===== config.mk =====
export PLATFORM = sky130hd
export DESIGN_NAME = x86_m68k_bus_bridge
export DESIGN_NICKNAME = d
export VERILOG_FILES = /design/src/rtl/x86_m68k_bus_bridge.sv
export SDC_FILE = /design/constraint.sdc
export NUM_CORES = 1
export LEC_CHECK = 0
export ABC_AREA = 0
export CORE_MARGIN = 2
export CORE_UTILIZATION = 50
export DETAILED_ROUTE_END_ITERATION = 10
export GPL_TIMING_DRIVEN = 0
export PLACE_DENSITY = 0.81
export SKIP_LAST_GASP = 1
export SLEW_MARGIN = 20
export SYNTH_ARGS = -nofsm -noshare
export SYNTH_HDL_FRONTEND = slang
export SYNTH_SLANG_ARGS = --single-unit

===== constraint.sdc =====
create_clock -name P56 -period 5.9 [get_ports P56]
set_clock_uncertainty 0.15 [all_clocks]
set_input_delay 1.475 -clock P56 [delete_from_list [all_inputs] [get_ports P56]]
set_output_delay 1.475 -clock P56 [all_outputs]
set_load 0.02 [all_outputs]

===== src/rtl/x86_m68k_bus_bridge.sv =====
// Host (x86 status bus) to 68k asynchronous bus cycle bridge.
// Claims windowed memory/IO cycles, steers byte lanes and splits 32-bit accesses into two word cycles.
module x86_m68k_bus_bridge #(
  parameter int unsigned       HOST_DW     = 16,
  parameter int unsigned       ADDR_W      = 24,
  parameter logic [ADDR_W-1:0] MEM_BASE    = ADDR_W'(24'h000000),
  parameter logic [ADDR_W-1:0] MEM_MASK    = ADDR_W'(24'hF00000),
  parameter logic [ADDR_W-1:0] IO_BASE     = ADDR_W'(24'h00E000),
  parameter int unsigned       SYNC_STAGES = 2,
  parameter int unsigned       TIMEOUT     = 255
) (
  input  logic                 P56,
  input  logic                 P54,
  input  logic                 host_s0_n,
  input  logic                 host_s1_n,
  input  logic                 host_mio,
  input  logic [ADDR_W-1:0]    host_addr,
  input  logic [HOST_DW/8-1:0] host_be_n,
  input  logic [HOST_DW-1:0]   host_wdata,
  output logic [HOST_DW-1:0]   host_rdata,
  output logic                 host_ready_n,
  output logic                 host_claim,
  output logic [ADDR_W-1:0]    m_addr,
  output logic                 m_as_n,
  output logic                 m_uds_n,
  output logic                 m_lds_n,
  output logic                 m_rw,
  output logic [15:0]          m_wdata,
  output logic                 m_oe,
  input  logic [15:0]          m_rdata,
  input  logic                 m_dtack_n,
  input  logic                 err_clr,
  output logic                 err_sticky
);

  localparam int unsigned BEW = HOST_DW / 8;
  localparam logic [ADDR_W-1:0] ALIGN = (HOST_DW == 32) ? ~ADDR_W'(3) : ~ADDR_W'(1);

  localparam logic [2:0] ST_IDLE   = 3'd0;
  localparam logic [2:0] ST_DECODE = 3'd1;
  localparam logic [2:0] ST_ASSERT = 3'd2;
  localparam logic [2:0] ST_WAIT   = 3'd3;
  localparam logic [2:0] ST_NEGATE = 3'd4;
  localparam logic [2:0] ST_NEXT   = 3'd5;
  localparam logic [2:0] ST_READY  = 3'd6;

  logic [2:0]             state, state_d;
  logic [1:0]             st_prev;
  logic [SYNC_STAGES-1:0] dsync;
  logic [ADDR_W-1:0]      addr_r, addr_d;
  logic                   rw_r, rw_d;
  logic [3:0]             be_r, be_d;
  logic [31:0]            wd_r, wd_d;
  logic [31:0]            rbuf, rbuf_d;
  logic                   half_r, half_d;
  logic [7:0]             timer, timer_d;

  logic [ADDR_W-1:0]      m_addr_d;
  logic                   as_d, uds_d, lds_d, mrw_d, oe_d, rdy_d, claim_d, err_d;
  logic [15:0]            mwd_d;
  logic [HOST_DW-1:0]     hrd_d;

  logic [1:0]             st_cur;
  logic                   start, start_rd, claimed, dtack_s;
  logic [ADDR_W-1:0]      addr_aligned;
  logic                   l_half;
  logic [1:0]             l_be, cur_be;
  logic [15:0]            l_wd;
  logic                   launch, err_set;

  // Start is an idle-to-read/write status transition; IO cycles are always claimed
  assign st_cur       = {host_s1_n, host_s0_n};
  assign start        = (st_prev == 2'b11) && ((st_cur == 2'b01) || (st_cur == 2'b10));
  assign start_rd     = (st_cur == 2'b01);
  assign claimed      = host_mio ? ((host_addr & MEM_MASK) == MEM_BASE) : 1'b1;
  assign addr_aligned = (host_mio ? host_addr : (IO_BASE | ADDR_W'(host_addr[11:0]))) & ALIGN;
  assign dtack_s      = dsync[SYNC_STAGES-1];

  // Half about to be launched: from DECODE skip an empty low half, from NEXT always the high half
  assign l_half = (state == ST_DECODE) ? (be_r[1:0] == 2'b11) : 1'b1;
  assign l_be   = l_half ? be_r[3:2] : be_r[1:0];
  assign l_wd   = l_half ? wd_r[31:16] : wd_r[15:0];
  assign cur_be = half_r ? be_r[3:2] : be_r[1:0];

  always_comb begin
    state_d  = state;
    addr_d   = addr_r;
    rw_d     = rw_r;
    be_d     = be_r;
    wd_d     = wd_r;
    rbuf_d   = rbuf;
    half_d   = half_r;
    timer_d  = timer;
    m_addr_d = m_addr;
    as_d     = m_as_n;
    uds_d    = m_uds_n;
    lds_d    = m_lds_n;
    mrw_d    = m_rw;
    mwd_d    = m_wdata;
    oe_d     = m_oe;
    hrd_d    = host_rdata;
    rdy_d    = 1'b1;
    claim_d  = host_claim;
    err_d    = err_sticky;
    launch   = 1'b0;
    err_set  = 1'b0;

    if (err_clr) err_d = 1'b0;

    case (state)
      ST_IDLE: begin
        if (start && claimed) begin
          state_d             = ST_DECODE;
          addr_d              = addr_aligned;
          rw_d                = start_rd;
          be_d                = 4'hF;
          be_d[BEW-1:0]       = host_be_n;
          wd_d                = '0;
          wd_d[HOST_DW-1:0]   = host_wdata;
          rbuf_d              = '1;
          half_d              = 1'b0;
          claim_d             = 1'b1;
        end
      end
      ST_DECODE: begin
        if (be_r == 4'hF) begin
          err_set = 1'b1;
          state_d = ST_READY;
          rdy_d   = 1'b0;
          hrd_d   = rbuf[HOST_DW-1:0];
        end else begin
          launch = 1'b1;
        end
      end
      ST_ASSERT: begin
        state_d = ST_WAIT;
        timer_d = timer - 8'd1;
        if (!rw_r) begin
          uds_d = cur_be[0];
          lds_d = cur_be[1];
        end
      end
      ST_WAIT: begin
        if (!dtack_s) begin
          // Host little-endian lane 0 rides on the 68k upper byte
          if (rw_r) begin
            if (half_r) begin
              if (!cur_be[0]) rbuf_d[23:16] = m_rdata[15:8];
              if (!cur_be[1]) rbuf_d[31:24] = m_rdata[7:0];
            end else begin
              if (!cur_be[0]) rbuf_d[7:0]   = m_rdata[15:8];
              if (!cur_be[1]) rbuf_d[15:8]  = m_rdata[7:0];
            end
          end
          as_d    = 1'b1;
          uds_d   = 1'b1;
          lds_d   = 1'b1;
          oe_d    = 1'b0;
          state_d = ST_NEGATE;
        end else if (timer <= 8'd1) begin
          as_d    = 1'b1;
          uds_d   = 1'b1;
          lds_d   = 1'b1;
          oe_d    = 1'b0;
          timer_d = 8'd0;
          err_set = 1'b1;
          state_d = ST_READY;
          rdy_d   = 1'b0;
          hrd_d   = rbuf[HOST_DW-1:0];
        end else begin
          timer_d = timer - 8'd1;
        end
      end
      ST_NEGATE: begin
        if (dtack_s) state_d = ST_NEXT;
      end
      ST_NEXT: begin
        if (!half_r && (be_r[3:2] != 2'b11)) begin
          launch = 1'b1;
        end else begin
          state_d = ST_READY;
          rdy_d   = 1'b0;
          hrd_d   = rbuf[HOST_DW-1:0];
        end
      end
      ST_READY: begin
        state_d = ST_IDLE;
        claim_d = 1'b0;
      end
      default: state_d = ST_IDLE;
    endcase

    // Start one 68k word cycle; read strobes go with AS, write strobes wait a clock
    if (launch) begin
      state_d  = ST_ASSERT;
      half_d   = l_half;
      m_addr_d = l_half ? ADDR_W'(addr_r + ADDR_W'(2)) : addr_r;
      as_d     = 1'b0;
      mrw_d    = rw_r;
      mwd_d    = {l_wd[7:0], l_wd[15:8]};
      oe_d     = ~rw_r;
      timer_d  = 8'(TIMEOUT);
      if (rw_r) begin
        uds_d = l_be[0];
        lds_d = l_be[1];
      end
    end

    if (err_set) err_d = 1'b1;
  end

  always_ff @(posedge P56) begin
    if (P54) begin
      state        <= ST_IDLE;
      st_prev      <= 2'b11;
      dsync        <= '1;
      addr_r       <= '0;
      rw_r         <= 1'b1;
      be_r         <= 4'hF;
      wd_r         <= '0;
      rbuf         <= '0;
      half_r       <= 1'b0;
      timer        <= 8'd0;
      m_addr       <= '0;
      m_as_n       <= 1'b1;
      m_uds_n      <= 1'b1;
      m_lds_n      <= 1'b1;
      m_rw         <= 1'b1;
      m_wdata      <= '0;
      m_oe         <= 1'b0;
      host_rdata   <= '0;
      host_ready_n <= 1'b1;
      host_claim   <= 1'b0;
      err_sticky   <= 1'b0;
    end else begin
      state        <= state_d;
      st_prev      <= st_cur;
      dsync        <= {dsync[SYNC_STAGES-2:0], m_dtack_n};
      addr_r       <= addr_d;
      rw_r         <= rw_d;
      be_r         <= be_d;
      wd_r         <= wd_d;
      rbuf         <= rbuf_d;
      half_r       <= half_d;
      timer        <= timer_d;
      m_addr       <= m_addr_d;
      m_as_n       <= as_d;
      m_uds_n      <= uds_d;
      m_lds_n      <= lds_d;
      m_rw         <= mrw_d;
      m_wdata      <= mwd_d;
      m_oe         <= oe_d;
      host_rdata   <= hrd_d;
      host_ready_n <= rdy_d;
      host_claim   <= claim_d;
      err_sticky   <= err_d;
    end
  end

endmodule


==> impl_metrics.ini, run 1 <==
[status]
outcome = finished clean

[routing]
vias = 4838
first_pass_iters = 5
dr.first_iter.drc_count = 219
drc = 0
antenna_left = 0
vias_per_cell = 5.287
wire_per_inst_um = 14.95
drt-total-wl_mm = 13.68

[timing]
rsz0062_at_grt = false
fin_setup_tns_ns = 0
worst_slew_margin_rel_pct = 54.50
maxSlewViolCount = 0
fin_crit_sh_pct = 58.78
tightest_slew_ns = 0.6737
period_needed_ns = 3.468
hold_violations = 0
max_freq_mhz = 288.4
setup_viol = 0

[synthesis]
synth_cell_types = 47
avgSynthCellArea_um2 = 8.427
postSynthCellCount = 623
yosys_warnings = 0
ys_seq_elements = 137
synth_ff_type = dfxtp_1
syn_nets = 691
ys_seq_area_share_pct = 52.24
synth_edf_count = 0
netlist_area_mm2 = 0.005250
async_reset_ff_share_pct = 0

[global_route]
grt_pass1_wl_mm = 22.16
antenna_found_initial = 0
grt.overflow.total = 0
grt_max_degree = 17
grt_pass1_vias = 4789
track_usage_pct = 24.61

[critical_path]
reg2reg_slack_ns = 3.53
worstReg2RegEnd = m_wdata[12]$_SDFFE_PP0P_
critPathRequiredTime_ns = 6.19
cp_data_arrival_time_ns = 3.76
timing.rr.start = state[0]$_SDFFE_PP0P_
critPathCapture = wd_r[0]$_SDFFE_PP0P_
end_kind = flop
critPathMaxFanout = 10
crit_path_start = host_addr[22]
startpoint_type = input port
reg2reg_depth = 7
worstSetupPathType = in -> reg

[clock_network]
holdBufCountCts = 0
clk_latency_ns = 0.52
clockBufferDepth = 2
clock-sinks = 137
postCtsSetupRepairBufs = 0
cts_tree = built
ctsResizeCount = 0
ctsHtreeMaxLevel = 4
root_buffer = clkbuf_8
clk_pin_slew_ns = 0.06
numCtsBuffers = 17

[die]
die_area_mm2 = 0.01134
io_pins = 129
floorplan.rows = 37
initial_core_util_pct = 51.08
core_area_mm2 = 0.01028
die_h_um = 106.5
die_x_um = 106.5

[cells_and_area]
drive_gt1_share_pct = 6.290
final_common_cell = nand2_1
final_cells = 915
final_cell_mix = nand2_1 (144), dfxtp_1 (137), clkdlybuf4s50_1 (124), a21oi_1 (82), nor2_1 (49)
diodes = 0
fin_nets = 834
syn_to_final_growth_pct = 37.20

[power_and_ir_drop]
power_uw = 2326
p_per_area_mw_per_mm2 = 322.9
leakagePower_uw = 0.002590
peakVddDrop_mv = 0.1780

[flow_run]
cap_violations = 0

[place]
io_buffers = 124
place_hpwl_mm = 9.612
place.gp.congestion = 0.8003
dp.cells = 883

[worst_hold_path]
hold_path.class = reg -> reg
hold_start = dsync[0]$_SDFF_PP1_
critical path, stage by stage:
cell and delay [ns]:
clkdlybuf4s50_1 0.40, o41ai_1 0.67, and4_1 0.29, clkbuf_1 0.17, buf_2 0.28, buf_2 0.27, nand2_1 0.08, a21oi_1 0.13
per-stage QoR:
step	util (%)	cell area, um2	worst slack (ns)	hold WS, ns
detailed placement	64.82	6661	1.889	0.2514
CTS	70.09	7203	2.442	0.2644
floorplan	-	5250	2.864	0.2395
global route	70.09	7203	2.277	0.2732
global placement	64.82	6661	1.892	0.2407
finish	70.09	7203	2.432	0.2610
flip-flops by register name (all words and copies together) (netlist names), 2 cells and up:
signal,flops
host_rdata,16
be_r,2
state,3
dsync,2
wd_r,16
m_addr,23
addr_r,23
rbuf,16
m_wdata,16
st_prev,2
timer,8
synthesized netlist by cell type (2+ instances only):
cell,count,area (um2)
o41ai_1,2,17.52
buf_2,6,30.03
o21a_1,2,15.01
inv_1,9,33.78
nand3_1,6,30.03
o21ai_0,7,35.03
a211oi_1,16,120.1
nand2b_1,35,219.0
or3_1,5,31.28
or2_2,5,31.28
nor2_1,49,183.9
o32a_1,2,20.02
dfxtp_1,137,2743
nand4b_1,4,35.03
nand2_1,144,540.5
a21oi_1,82,410.4
nor3_1,10,50.05
a31oi_1,6,37.54
or4_1,4,30.03
mux2i_1,16,160.2
clkbuf_1,38,142.6
nor3b_1,2,15.01
ha_1,3,37.54
and2_1,5,31.28
a311oi_1,3,26.28
nor2b_1,4,25.02
cells by family after synthesis:
| group | count (synthesis) | synth area share [%] |
|---|---|---|
| muxes | 16 | 3.050 |
| AOI/OAI and AO/OA | 127 | 14.35 |
| DFF | 137 | 52.24 |
| other | 1 | 0.07143 |
| buffers and inverters | 56 | 4.385 |
| adders and majority gates | 3 | 0.7150 |
| and+or+nand+nor | 283 | 25.19 |
final cells by class:
class	instances	area, um2
Buffer	47	196.4
Fill cell	825	3074
Timing Repair Buffer	124	1241
Multi-Input combinational cell	430	2277
Inverter	9	33.78
Sequential cell	137	2743
Clock inverter	14	113.9
Clock buffer	18	427.9
Tap cell	136	170.2
metal layers:
metal / routed length (um) / up-vias / GRT usage (%) / share of wire, %
li1: - / 2385 / - / -
met1: 5976 / 2255 / 29.51 / 44
met2: 6606 / 179 / 42.17 / 48
met3: 928 / 19 / 6.622 / 6.8
met4: 172 / 0 / 9.276 / 1.3
met5: 0 / - / 0 / 0
report_power, final:
| part | total, uW | internal (uW) | switching, uW |
|---|---|---|---|
| Clock | 958 | 535 | 423 |
| Sequential | 1020 | 980 | 38.4 |
| Combinational | 349 | 160 | 189 |
how the worst min path moves through the flow:
| stage | cells past startpoint | slack [ns] | end |
|---|---|---|---|
| CTS | 1 | 0.26 | dsync[1]$_SDFF_PP1_ |
| global route | 1 | 0.27 | dsync[1]$_SDFF_PP1_ |
| floorplan | 1 | 0.24 | dsync[1]$_SDFF_PP1_ |
| global placement | 1 | 0.24 | dsync[1]$_SDFF_PP1_ |
| finish | 1 | 0.26 | dsync[1]$_SDFF_PP1_ |
| detailed placement | 1 | 0.25 | dsync[1]$_SDFF_PP1_ |
Power figures use the tool's default switching activity.
==> run 2: changes to the inputs <==
--- a/config.mk
+++ b/config.mk
@@ -7,10 +7,10 @@
 export LEC_CHECK = 0
 export ABC_AREA = 0
 export CORE_MARGIN = 2
-export CORE_UTILIZATION = 50
+export CORE_UTILIZATION = 44
 export DETAILED_ROUTE_END_ITERATION = 10
 export GPL_TIMING_DRIVEN = 0
-export PLACE_DENSITY = 0.81
+export PLACE_DENSITY = 0.75
 export SKIP_LAST_GASP = 1
 export SLEW_MARGIN = 20
 export SYNTH_ARGS = -nofsm -noshare
==> constraint.sdc (replaced) <==
create_clock -name P56 -period 2.95 [get_ports P56]
set_clock_uncertainty 0.15 [all_clocks]
set_input_delay 0.7375 -clock P56 [delete_from_list [all_inputs] [get_ports P56]]
set_output_delay 0.7375 -clock P56 [all_outputs]
set_load 0.02 [all_outputs]
==> impl_metrics.ini, run 2 (synthesis gave the netlist of run 1 again) <==
[routing]
first_pass_iters = 7
vias_per_cell = 5.139
drc = 10
wire_per_inst_um = 14.47
dr.first_iter.drc_count = 233
vias = 4748
antenna_left = 0
drt-total-wl_mm = 13.37

[clock_network]
clk_latency_ns = 0.41
clock-sinks = 137
ctsHtreeMaxLevel = 4
root_buffer = clkbuf_16
cts_tree = built
holdBufCountCts = 0
numCtsBuffers = 17
clockBufferDepth = 2
clk_pin_slew_ns = 0.06

[global_route]
grt_pass1_vias = 4475
grt.overflow.total = 0
antenna_found_initial = 0
grt_max_degree = 17
grt_pass1_wl_mm = 21.27
track_usage_pct = 20.70

[status]
outcome = complete, but fails checks
violations = DRC

[critical_path]
timing.rr.start = state[0]$_SDFFE_PP0P_
cp_data_arrival_time_ns = 2.93
critPathMaxFanout = 10
reg2reg_depth = 7
worstReg2RegEnd = m_wdata[0]$_SDFFE_PP0P_
startpoint_type = input port
end_kind = flop
reg2reg_slack_ns = 0.59
worstSetupPathType = in -> reg
critPathRequiredTime_ns = 3.14

[power_and_ir_drop]
p_per_area_mw_per_mm2 = 667.7
leakagePower_uw = 0.002647
peakVddDrop_mv = 0.4037
power_uw = 4872

[timing]
worst_slew_margin_rel_pct = 53.17
max_freq_mhz = 364.5
whs_ns = 0.2661
rsz0062_at_grt = false
tightest_slew_ns = 0.6933
hold_violations = 0
period_needed_ns = 2.743
maxSlewViolCount = 0
fin_crit_sh_pct = 92.99
setup_viol = 0

[place]
placed_cell_area_mm2 = 0.006670
dp.cells = 890
io_buffers = 124
place.gp.congestion = 0.8307
place_hpwl_mm = 9.829

[cells_and_area]
drive_gt1_share_pct = 6.658
final_common_cell = nand2_1
final_cell_mix = nand2_1 (144), dfxtp_1 (137), clkdlybuf4s50_1 (124), a21oi_1 (82), nor2_1 (49)
reg.largest.list = addr_r x23, m_addr x23
final_cells = 924
diodes = 0
syn_to_final_growth_pct = 38.99
fin_area_mm2 = 0.007297
fin_nets = 836

[die]
die_h_um = 113.2
die_area_mm2 = 0.01282
die_x_um = 113.2
core_area_mm2 = 0.01152
io_pins = 129
initial_core_util_pct = 45.59
floorplan.rows = 39

[worst_hold_path]
hold_start = dsync[0]$_SDFF_PP1_
whs_path_depth = 1
hold_end = dsync[1]$_SDFF_PP1_
hold_path.class = reg -> reg

[flow_run]
cap_violations = 0
run 2: cell count changes in the layout (fill, tap and decap cells not counted):
cell,before,now
bufinv_16,0,2
inv_8,1,0
buf_4,1,3
clkbuf_16,16,17
clkinv_2,1,2
o41ai_2,0,1
clkbuf_8,2,3
o41ai_1,2,1
clkinvlp_4,6,2
run 2: layout make-up:
cell class | instances | area (um2)
tap | 143 | 178.9
sequential | 137 | 2743
multi-input combinational | 430 | 2285
clock inverter | 12 | 137.6
fill | 953 | 4219
timing repair buffer | 126 | 1256
buffer | 47 | 196.4
clock buffer | 20 | 466.7
inverter | 9 | 33.78
run 2: report_power, final:
part	switching [uW]	internal [uW]
clock network	813	1320
logic	376	324
registers	76.1	1960
run 2: critical path, stage by stage:
cell	delay, ns
clkdlybuf4s50_1	0.43
o41ai_2	0.54
and4_1	0.27
clkbuf_1	0.17
buf_2	0.30
buf_2	0.26
nand2_1	0.10
a21oi_1	0.12
run 2: what timing repair did:
item                                    in CTS  in global routing
buffers inserted                             0                  2
endpoints found under the setup margin       0                 34
gates resized for setup                      0                  1
hold endpoints to repair                     0                  0
run 2: how the worst max path moves through the flow:
stage	from	to	slack (ns)	cells past startpoint
floorplan	host_addr[22]	addr_r[10]$_SDFFE_PP0P_	0.65	7
global placement	host_addr[22]	rw_r$_SDFFE_PP1P_	-0.31	6
detailed placement	host_addr[22]	addr_r[11]$_SDFFE_PP0P_	-0.38	8
CTS	host_addr[22]	addr_r[11]$_SDFFE_PP0P_	0.04	8
global route	host_s1_n	wd_r[11]$_SDFFE_PP0P_	0.11	10
finish	host_addr[22]	wd_r[15]$_SDFFE_PP0P_	0.21	8
run 2: layer usage:
metal | global-route usage [%] | wire (um)
met1 | 27.23 | 6243
met2 | 32.06 | 5939
met3 | 5.838 | 928
met4 | 8.699 | 255
met5 | 0 | 0
run 2: per-stage QoR:
step / setup slack, ns / utilization (%) / TNS, ns
after floorplan: 0.6513 / - / 0
after global placement: -0.3060 / 57.92 / -12.28
after detailed placement: -0.3774 / 57.92 / -16.55
after CTS: 0.03763 / 63.17 / 0
after global routing: 0.1076 / 63.36 / 0
final: 0.2068 / 63.36 / 0
==> run 3: changes to the inputs <==
--- a/config.mk
+++ b/config.mk
@@ -6,11 +6,13 @@
 export NUM_CORES = 1
 export LEC_CHECK = 0
 export ABC_AREA = 0
+export CELL_PAD_IN_SITES_DETAIL_PLACEMENT = 0
+export CELL_PAD_IN_SITES_GLOBAL_PLACEMENT = 2
 export CORE_MARGIN = 2
-export CORE_UTILIZATION = 44
+export CORE_UTILIZATION = 26
 export DETAILED_ROUTE_END_ITERATION = 10
 export GPL_TIMING_DRIVEN = 0
-export PLACE_DENSITY = 0.75
+export PLACE_DENSITY_LB_ADDON = 0.1
 export SKIP_LAST_GASP = 1
 export SLEW_MARGIN = 20
 export SYNTH_ARGS = -nofsm -noshare
==> impl_metrics.ini, run 3 (synthesis gave the netlist of run 1 again) <==
[critical_path]
cpMaxStageDelayCell = o41ai_4
critPathMaxFanout = 10
startpoint_type = input port
critPathBufInv = 4
slowest_delay_ns = 0.48
timing.rr.start = state[0]$_SDFFE_PP0P_
cp_data_arrival_time_ns = 2.91
crit_chain = clkdlybuf4s50_1 > o41ai_4 > and4_1 > clkbuf_1 > buf_2 > buf_2 > nand2_1 > a21oi_1
critPathTopFamily = buffers and inverters
reg2reg_depth = 7
worstSetupPathType = in -> reg
critPathRequiredTime_ns = 3.13
crit_path_start = host_addr[22]
crit_top_cell = buf_2
worst-path-stages = 8
end_kind = flop

[power_and_ir_drop]
seq_power_share_pct = 41.6
intPower_uw = 3629
power.share.clock_pct = 43.8
netSwitchingFraction_pct = 25.89
power_uw = 4896
switchingPower_uw = 1268
peakVddDrop_mv = 0.3513
pwr-share-comb_pct = 14.7
leakagePower_uw = 0.002635
p_per_area_mw_per_mm2 = 656.9

[routing]
first_pass_iters = 4
vias = 4603
drc = 0
vias_per_cell = 4.401
dr.first_iter.drc_count = 192
antenna_left = 0
wire_per_inst_um = 14.83
drt-total-wl_mm = 15.51

[die]
die_area_mm2 = 0.02135
initial_core_util_pct = 26.71
io_pins = 129
die_h_um = 146.1
floorplan.rows = 51
die_x_um = 146.1
core_area_mm2 = 0.01965

[place]
place_hpwl_mm = 11.29
io_buffers = 124
place.gp.congestion = 0.7195

[cells_and_area]
fin_nets = 836
multi_input_comb_area_mm2 = 0.002296
drive_gt1_share_pct = 6.410
fillers = 2100
ff_latch_area_mm2 = 0.002743
reg.largest.list = addr_r x23, m_addr x23
final_common_cell = nand2_1
final_cell_mix = nand2_1 (144), dfxtp_1 (137), clkdlybuf4s50_1 (124), a21oi_1 (82), nor2_1 (49)
syn_to_final_growth_pct = 41.97

[clock_network]
root_buffer = clkbuf_16
clock-sinks = 137
numCtsBuffers = 17
cts_tree = built
clk_pin_slew_ns = 0.06
ctsHtreeMaxLevel = 4
clk_latency_ns = 0.40
clockBufferDepth = 2

[timing]
maxSlewViolCount = 0
worst_slew_margin_rel_pct = 55.88
whs_ns = 0.2627
setup_viol = 0
tightest_slew_ns = 0.6526
fin_setup_tns_ns = 0
fin_crit_sh_pct = 92.49
hold_violations = 0
period_needed_ns = 2.729
max_freq_mhz = 366.5
rsz0062_at_grt = false

[flow_run]
cap_violations = 0

[worst_hold_path]
hold_start = dsync[0]$_SDFF_PP1_
hold_path.class = reg -> reg
whs_path_depth = 1

[global_route]
grt_pass1_vias = 4481
grt_max_degree = 17
track_usage_pct = 14.57
antenna_found_initial = 1
grt.overflow.total = 0
grt_pass1_wl_mm = 24.23

[status]
outcome = finished clean
-- run 3: cell count changes in the layout (fill, tap and decap cells not counted), sizes merged --
cell      delta
inv          -4
clkinvlp     +3
bufinv       +1
clkbuf       -1
diode        +1
-- run 3: repair_timing --
action	in CTS	in global routing
endpoints found under the hold margin	0	0
buffers inserted	2	0
resized for setup	1	1
gates cloned	0	0
hold buffers	0	0
setup endpoints to repair	44	7
pin swaps	1	0
-- run 3: area by class of cell --
class	instances	area share, %
inverter	9	0.4532
buffer	47	2.636
sequential	137	36.80
clock inverter	12	2.031
clock buffer	19	5.943
antenna	1	0.03357
multi-input combinational	430	30.80
tap	265	4.449
timing repair buffer	126	16.85
-- run 3: worst paths after layout --
| kind | end | slack, ns |
|---|---|---|
| min reg2reg | dsync[1]$_SDFF_PP1_ | 0.26 |
| max reg2reg | m_wdata[12]$_SDFFE_PP0P_ | 0.58 |
| min | dsync[1]$_SDFF_PP1_ | 0.26 |
| max | wd_r[2]$_SDFFE_PP0P_ | 0.22 |
-- run 3: metal layers --
metal / track usage (%) / share of wire (%) / vias to the layer above
met3: 4.656 / 5.0 / 11
met4: 4.175 / 1.0 / 0
met2: 23.18 / 45 / 115
met1: 19.01 / 49 / 2106
li1: - / - / 2371
met5: 0 / 0 / -
-- run 3: through the flow --
stage / cells / cell area, um2 / utilization, % / worst slack [ns]
2_1_floorplan: 623 / 5250 / - / 0.6513
3_3_place_gp: 1012 / 6823 / 34.71 / -0.6607
3_5_place_dp: 1012 / 6823 / 34.71 / -0.7223
4_1_cts: 1045 / 7440 / 37.85 / 0.05875
5_1_grt: 1045 / 7451 / 37.91 / 0.02049
6_report: 1046 / 7453 / 37.92 / 0.2215
-- run 3: power groups by stage --
| stage | logic, uW | clock network [uW] | registers [uW] |
|---|---|---|---|
| 3_5_place_dp | 717 | 0 | 2070 |
| 4_1_cts | 727 | 2210 | 2030 |
| 6_report | 718 | 2140 | 2030 |
| 5_1_grt | 798 | 2290 | 2050 |
| 3_3_place_gp | 712 | 0 | 2070 |
| 2_1_floorplan | 452 | 0 | 2070 |
